==> src/rtl/conv1_if.sv <==
// Tap/result handshake bundle for the conv-1 accumulator.
//   bias      signed bias, used only with the first tap of a window
//   pix       unsigned pixel
//   wgt       signed weight
//   in_valid  upstream offers pix/wgt/bias
//   in_ready  accumulator accepts a tap
//   sum       clamped unsigned window sum
//   out_valid sum is valid
//   out_ready downstream accepts sum
interface conv1_if #(
  parameter int unsigned OUT_W = 20
);
  logic [19:0]      bias;
  logic [7:0]       pix;
  logic [7:0]       wgt;
  logic             in_valid;
  logic             in_ready;
  logic [OUT_W-1:0] sum;
  logic             out_valid;
  logic             out_ready;

  // Producer/consumer side (drives taps, consumes sums)
  modport master (
    output bias, pix, wgt, in_valid, out_ready,
    input  in_ready, sum, out_valid
  );

  // Accumulator side
  modport slave (
    input  bias, pix, wgt, in_valid, out_ready,
    output in_ready, sum, out_valid
  );
endinterface

==> src/rtl/conv1_accumulator.sv <==
// Conv-1 multiply-accumulate: sums TAPS pixel*weight products plus a bias
// per window, clamps the result to [0, 2^OUT_W-1] and holds it until the
// downstream stage takes it.
//   clk  clock, rising edge
//   rst  synchronous active-high reset
//   bus  conv1_if slave: tap input handshake and sum output handshake
// OUT_W must be at most 25 so the clamp limit fits the accumulator.
module conv1_accumulator #(
  parameter int unsigned TAPS  = 9,
  parameter int unsigned OUT_W = 20
) (
  input  logic    clk,
  input  logic    rst,
  conv1_if.slave  bus
);

  localparam int unsigned ACC_W  = 26;
  localparam int unsigned PROD_W = 17;
  localparam int unsigned CNT_W  = (TAPS > 1) ? $clog2(TAPS) : 1;
  localparam logic signed [ACC_W-1:0] SUM_MAX = ACC_W'((64'd1 << OUT_W) - 64'd1);

  typedef enum logic [1:0] {
    IDLE  = 2'd0,
    ACCUM = 2'd1,
    HOLD  = 2'd2
  } state_t;

  state_t                    state_q, state_d;
  logic [CNT_W-1:0]          cnt_q, cnt_d;
  logic signed [ACC_W-1:0]   acc_q, acc_d;
  logic [OUT_W-1:0]          sum_q, sum_d;
  logic                      out_valid_q, out_valid_d;

  logic                      accept;
  logic                      last_tap;
  logic signed [PROD_W-1:0]  prod;
  logic signed [ACC_W-1:0]   acc_base;
  logic signed [ACC_W-1:0]   acc_next;
  logic [OUT_W-1:0]          sum_clamp;

  // Ready depends only on state and reset so a sum handshake can never
  // overlap acceptance of the next window's first tap.
  assign bus.in_ready  = (state_q != HOLD) && !rst;
  assign bus.sum       = sum_q;
  assign bus.out_valid = out_valid_q;

  assign accept   = bus.in_valid && bus.in_ready;
  assign last_tap = (cnt_q == CNT_W'(TAPS - 1));

  // Zero-extended pixel times sign-extended weight
  assign prod     = PROD_W'($signed({1'b0, bus.pix})) * PROD_W'($signed(bus.wgt));
  // First tap of a window seeds the sum with the bias instead of acc_q
  assign acc_base = (state_q == IDLE) ? ACC_W'($signed(bus.bias)) : acc_q;
  assign acc_next = acc_base + ACC_W'(prod);

  // Saturate the running sum into the unsigned output range
  always_comb begin
    sum_clamp = acc_next[OUT_W-1:0];
    if (acc_next[ACC_W-1]) begin
      sum_clamp = '0;
    end else if (acc_next > SUM_MAX) begin
      sum_clamp = '1;
    end
  end

  // State and datapath registers
  always_ff @(posedge clk) begin
    if (rst) begin
      state_q     <= IDLE;
      cnt_q       <= '0;
      acc_q       <= '0;
      sum_q       <= '0;
      out_valid_q <= 1'b0;
    end else begin
      state_q     <= state_d;
      cnt_q       <= cnt_d;
      acc_q       <= acc_d;
      sum_q       <= sum_d;
      out_valid_q <= out_valid_d;
    end
  end

  // Next-state and next-register values
  always_comb begin
    state_d = state_q;
    cnt_d   = cnt_q;
    acc_d   = acc_q;
    sum_d   = sum_q;

    case (state_q)
      IDLE, ACCUM: begin
        if (accept) begin
          acc_d = acc_next;
          if (last_tap) begin
            state_d = HOLD;
            cnt_d   = '0;
            sum_d   = sum_clamp;
          end else begin
            state_d = ACCUM;
            cnt_d   = cnt_q + CNT_W'(1);
          end
        end
      end
      HOLD: begin
        if (bus.out_ready) begin
          state_d = IDLE;
        end
      end
      default: begin
        state_d = IDLE;
        cnt_d   = '0;
      end
    endcase

    out_valid_d = (state_d == HOLD);
  end

endmodule
==> src/flat_wrapper.sv <==
// flat-port wrapper written by rule: the top's interface ports become plain ports
module conv1_accumulator_flat 
#(
  parameter int unsigned TAPS  = 9,
  parameter int unsigned OUT_W = 20
)
  (clk, rst, bus_bias, bus_pix, bus_wgt, bus_in_valid, bus_out_ready, bus_in_ready, bus_sum, bus_out_valid);
  conv1_if #(.OUT_W(OUT_W)) bus_i ();
  input  logic clk;
  input  logic rst;
  input wire logic [$bits(bus_i.bias)-1:0] bus_bias;
  input wire logic [$bits(bus_i.pix)-1:0] bus_pix;
  input wire logic [$bits(bus_i.wgt)-1:0] bus_wgt;
  input wire logic [$bits(bus_i.in_valid)-1:0] bus_in_valid;
  input wire logic [$bits(bus_i.out_ready)-1:0] bus_out_ready;
  output wire logic [$bits(bus_i.in_ready)-1:0] bus_in_ready;
  output wire logic [$bits(bus_i.sum)-1:0] bus_sum;
  output wire logic [$bits(bus_i.out_valid)-1:0] bus_out_valid;
  assign bus_i.bias = bus_bias;
  assign bus_i.pix = bus_pix;
  assign bus_i.wgt = bus_wgt;
  assign bus_i.in_valid = bus_in_valid;
  assign bus_i.out_ready = bus_out_ready;
  assign bus_in_ready = bus_i.in_ready;
  assign bus_sum = bus_i.sum;
  assign bus_out_valid = bus_i.out_valid;
  conv1_accumulator #(.TAPS(TAPS), .OUT_W(OUT_W)) u_core (.clk(clk), .rst(rst), .bus(bus_i));
endmodule
==> config.mk <==
export PLATFORM = sky130hd
export DESIGN_NAME = conv1_accumulator_flat
export DESIGN_NICKNAME = d
export VERILOG_FILES = /design/src/rtl/conv1_if.sv /design/src/rtl/conv1_accumulator.sv /design/src/flat_wrapper.sv
export SDC_FILE = /design/constraint.sdc
export NUM_CORES = 1
export LEC_CHECK = 0
export CAP_MARGIN = 25
export CORE_ASPECT_RATIO = 1.2
export CORE_UTILIZATION = 51
export CTS_BUF_LIST = sky130_fd_sc_hd__clkbuf_8
export DETAILED_ROUTE_END_ITERATION = 8
export HOLD_SLACK_MARGIN = 0.1
export PLACE_DENSITY = 0.73
export SLEW_MARGIN = 20
export SYNTH_ARGS = -nofsm -noshare
export SYNTH_HDL_FRONTEND = slang
export SYNTH_SLANG_ARGS = --single-unit
==> constraint.sdc <==
create_clock -name clk -period 6.4 [get_ports clk]
set_clock_uncertainty 0.1 [all_clocks]
set_input_delay 0.64 -clock clk [delete_from_list [all_inputs] [get_ports clk]]
set_output_delay 0.64 -clock clk [all_outputs]
set_load 0.02 [all_outputs]
==> flow_metrics.tcl <==
set metrics [dict create \
    die_w_um 100 \
    clk_latency_ps 330 \
    h-tree-depth 2 \
    cts_tree "yes" \
    antenna_cells 0 \
    synth_simple_gate_area_share_pct 18.2 \
    io_buffers 61 \
    multiInputGateArea_um2 4430 \
    syn-instance-count 695 \
    synthToLayoutAreaGrowth_pct 18.0 \
    die_area_um2 12000 \
    dp_hpwl_um 12000 \
    pwr-share-seq_pct 16.3 \
    via_count 5077 \
    drt_wl_total_um 15100 \
    synth_edf_count 0 \
    seq_area_um2 1060 \
    fmax_ghz 0.164 \
    report.power.total_mw 2.40 \
    ir_worst_vdd_uv 179 \
    cts.sinks 53 \
    min_from "u_core.acc_q[14]$_SDFFE_PP0P_" \
    grt_pass1_wl_um 25600 \
    globalplace.congestion 0.922 \
    synth_seq_cells 53 \
    n_fill_cell 998 \
    critical_path_class "input pin to flop" \
    core_area_um2 11100 \
    crit-reg2reg-launch "u_core.state_q[1]$_SDFF_PP0_" \
    worstPathArrival_ps 6220 \
    final_nets 946 \
    cp_slowest_cell "clkdlybuf4s50_1" \
    final.min_clock_period_ps 6110 \
    drc_errors 0 \
    layout_commonest_cell "nand2_1" \
    synth.avg_cell_area_um2 8.47 \
    synth_flop_cell "dfxtp_1" \
    ys_warn_count 0 \
    cp_cell_sequence "clkdlybuf4s50_1 > buf_4 > nor2b_1 > fa_1 > fa_1 > inv_1 > fa_1 > inv_1 > fa_1 > ha_1 > ha_1 > o21a_1 > o211ai_1 > or3_1 > o21ai_2 > a311oi_2 > xnor2_1 > nor4b_4 > buf_4 > a32oi_1" \
    switching_share_pct 48.3 \
    crit_path_start "bus_wgt[7]" \
    ys_types 54 \
    grt_overflow 0 \
    post-route-util_pct 62.4 \
    synth_xor_area_share_pct 3.72 \
    hold_viol 0 \
    tightestPinTransition_ps 626 \
    power_density_nw_per_um2 345 \
    routedWlPerCell_um 16.3 \
    cp-end-kind "flop" \
    preCtsSetupSlack_ps -100 \
    synth_area_um2 5890 \
    synthAdderAreaFrac_pct 36.0 \
    internal-power_mw 1.24 \
    cts_root_buffer "clkbuf_8" \
    cpMostUsedCell "fa_1" \
    cts_buffer_depth 2 \
    syn-num-nets 873 \
    initial_core_util_pct 52.9 \
    viasPerCell 5.50 \
    antenna_found_initial 0 \
    grt_max_degree 35 \
    fin_ws_ps 293 \
    p_comb_share_pct 74.7 \
    clock_power_share_pct 9.0 \
    slew_violations 0 \
    synth.area.mux_share_pct 1.70 \
    p_leak_nw 3.37 \
    synth-compound-area-share_pct 15.2 \
    cap_viol_max_count 0 \
    path_clk_slew_ps 100 \
    grtUsageTotal_pct 27.0 \
    slew_headroom_pct 58.3 \
    yosysTopAreaCell "ha_1" \
    path_max_fanout 9 \
    startpoint_type "input pin" \
    setup_violations 0 \
    synth_top_family_by_area "adder cells" \
    rows 42 \
    drtAntennaViolNets 0 \
    critPathRequiredTime_ps 6510 \
    synth.top_cell.area_share_pct 18.3 \
    crit_buf_inv 5 \
    final_cell_mix "nand2_1 (133), ha_1 (86), inv_1 (75)" \
    drtPass1Iterations 4 \
    synth.yosys.seq_area_share_pct 18.0 \
    cts_hold_buf 0 \
    period_share_pct 95.4 \
    drive_above_1_share_pct 7.28 \
    max_stage_delay_ps 590 \
    async_flop_share_pct 0 \
    drt_iter0_markers 211 \
    grt_pass1_vias 5335 \
    synth.area.top_cells "ha_1 (18%), dfxtp_1 (18%), fa_1 (18%)" \
    numCtsBuffers 5 \
    hold_path_class "flop to flop" \
    io_pins 62 \
    critPathTopFamily "adder cells" \
    status "complete, no violations" \
    die_h_um 120 \
    rsz0062_at_grt "false" \
    p_switching_mw 1.16 \
]
==> what timing repair did <==
| item | CTS | global route |
|---|---|---|
| endpoints found under the setup margin | 0 | 20 |
| hold endpoints to repair | 0 | 0 |
| setup buffers | 0 | 1 |
| resized for setup | 0 | 4 |
==> final cells by class <==
class / instances / share of cell area (%)
clock buffers: 5 / 0.991
multi-input cells: 538 / 63.7
repair buffers: 95 / 12.8
well taps: 154 / 2.77
flip-flops and latches: 53 / 15.3
inverters: 75 / 4.05
clock inverters: 3 / 0.414
==> worst paths after layout <==
kind / endpoint / slack (ps) / depth (start not counted)
max: u_core.bus.sum[14]$_SDFFE_PP0P_ / 290 / 20
min: u_core.acc_q[14]$_SDFFE_PP0P_ / 360 / 2
max reg2reg: u_core.bus.sum[14]$_SDFFE_PP0P_ / 460 / 20
min reg2reg: u_core.acc_q[14]$_SDFFE_PP0P_ / 360 / 2
==> cell usage after synthesis (all sizes together), types with 3 or more instances <==
library cell  number
nand2            133
ha                86
inv               75
a21oi             54
dfxtp             53
fa                52
and2              30
nor2              28
clkbuf            21
a21o              16
xnor2             15
a32oi             14
mux2i             10
xor2              10
buf                8
o21ai              8
a211oi             7
a22oi              7
nor2b              7
nor3               7
nand2b             6
nor3b              5
and3               4
o211ai             4
a221oi             3
a31oi              3
nand3              3
nand4              3
o31ai              3
==> worst register-to-register path, cell delays in order, from the launching register on <==
cell	delay [ps]
dfxtp_1	430
nor2_4	320
buf_4	290
mux2i_1	270
fa_1	450
inv_1	80
fa_1	420
ha_1	330
fa_1	490
ha_1	320
inv_1	60
fa_1	450
nand2b_1	190
a21oi_1	180
nor2_1	130
o31ai_2	360
a221oi_2	120
xnor2_1	200
nor4b_4	290
buf_4	220
a32oi_1	120
==> cells by family after synthesis <==
family	count (synthesis)
and+or+nand+nor	232
AOI/OAI and AO/OA	133
buffers and inverters	104
DFF	53
adders and majority gates	138
xor gates and xnor gates	25
muxes	10
==> layer usage <==
layer,global-route usage (%),vias to the layer above,wire length [um]
met5,0,-,0
met4,10.7,0,453
met3,2.27,34,501
met2,50.0,117,7800
met1,31.9,2447,6310
li1,-,2479,-
==> power groups by stage <==
stage	Clock, mW	Combinational, mW	Sequential [mW]
2_1_floorplan	0	1.31	0.392
3_3_place_gp	0	1.73	0.396
3_5_place_dp	0	1.76	0.399
4_1_cts	0.222	1.78	0.391
5_1_grt	0.233	2.04	0.396
6_report	0.215	1.79	0.391
==> stage by stage <==
stage          instance area [um2]  std cells  setup TNS (ps)  hold WS [ps]
2_1_floorplan                 5890        695               0           336
5_1_grt                       6950        923               0           391
3_3_place_gp                  6810        913            -651           343
4_1_cts                       6910        921               0           365
3_5_place_dp                  6810        913           -1670           348
6_report                      6950        923               0           364
==> registers in the layout, summed over array words and instances (netlist names) <==
register              count
u_core.bus.sum           20
u_core.cnt_q              4
u_core.state_q            2
u_core.bus.out_valid      1
u_core.acc_q             26
Note: power is estimated with default switching activity, not from simulation.
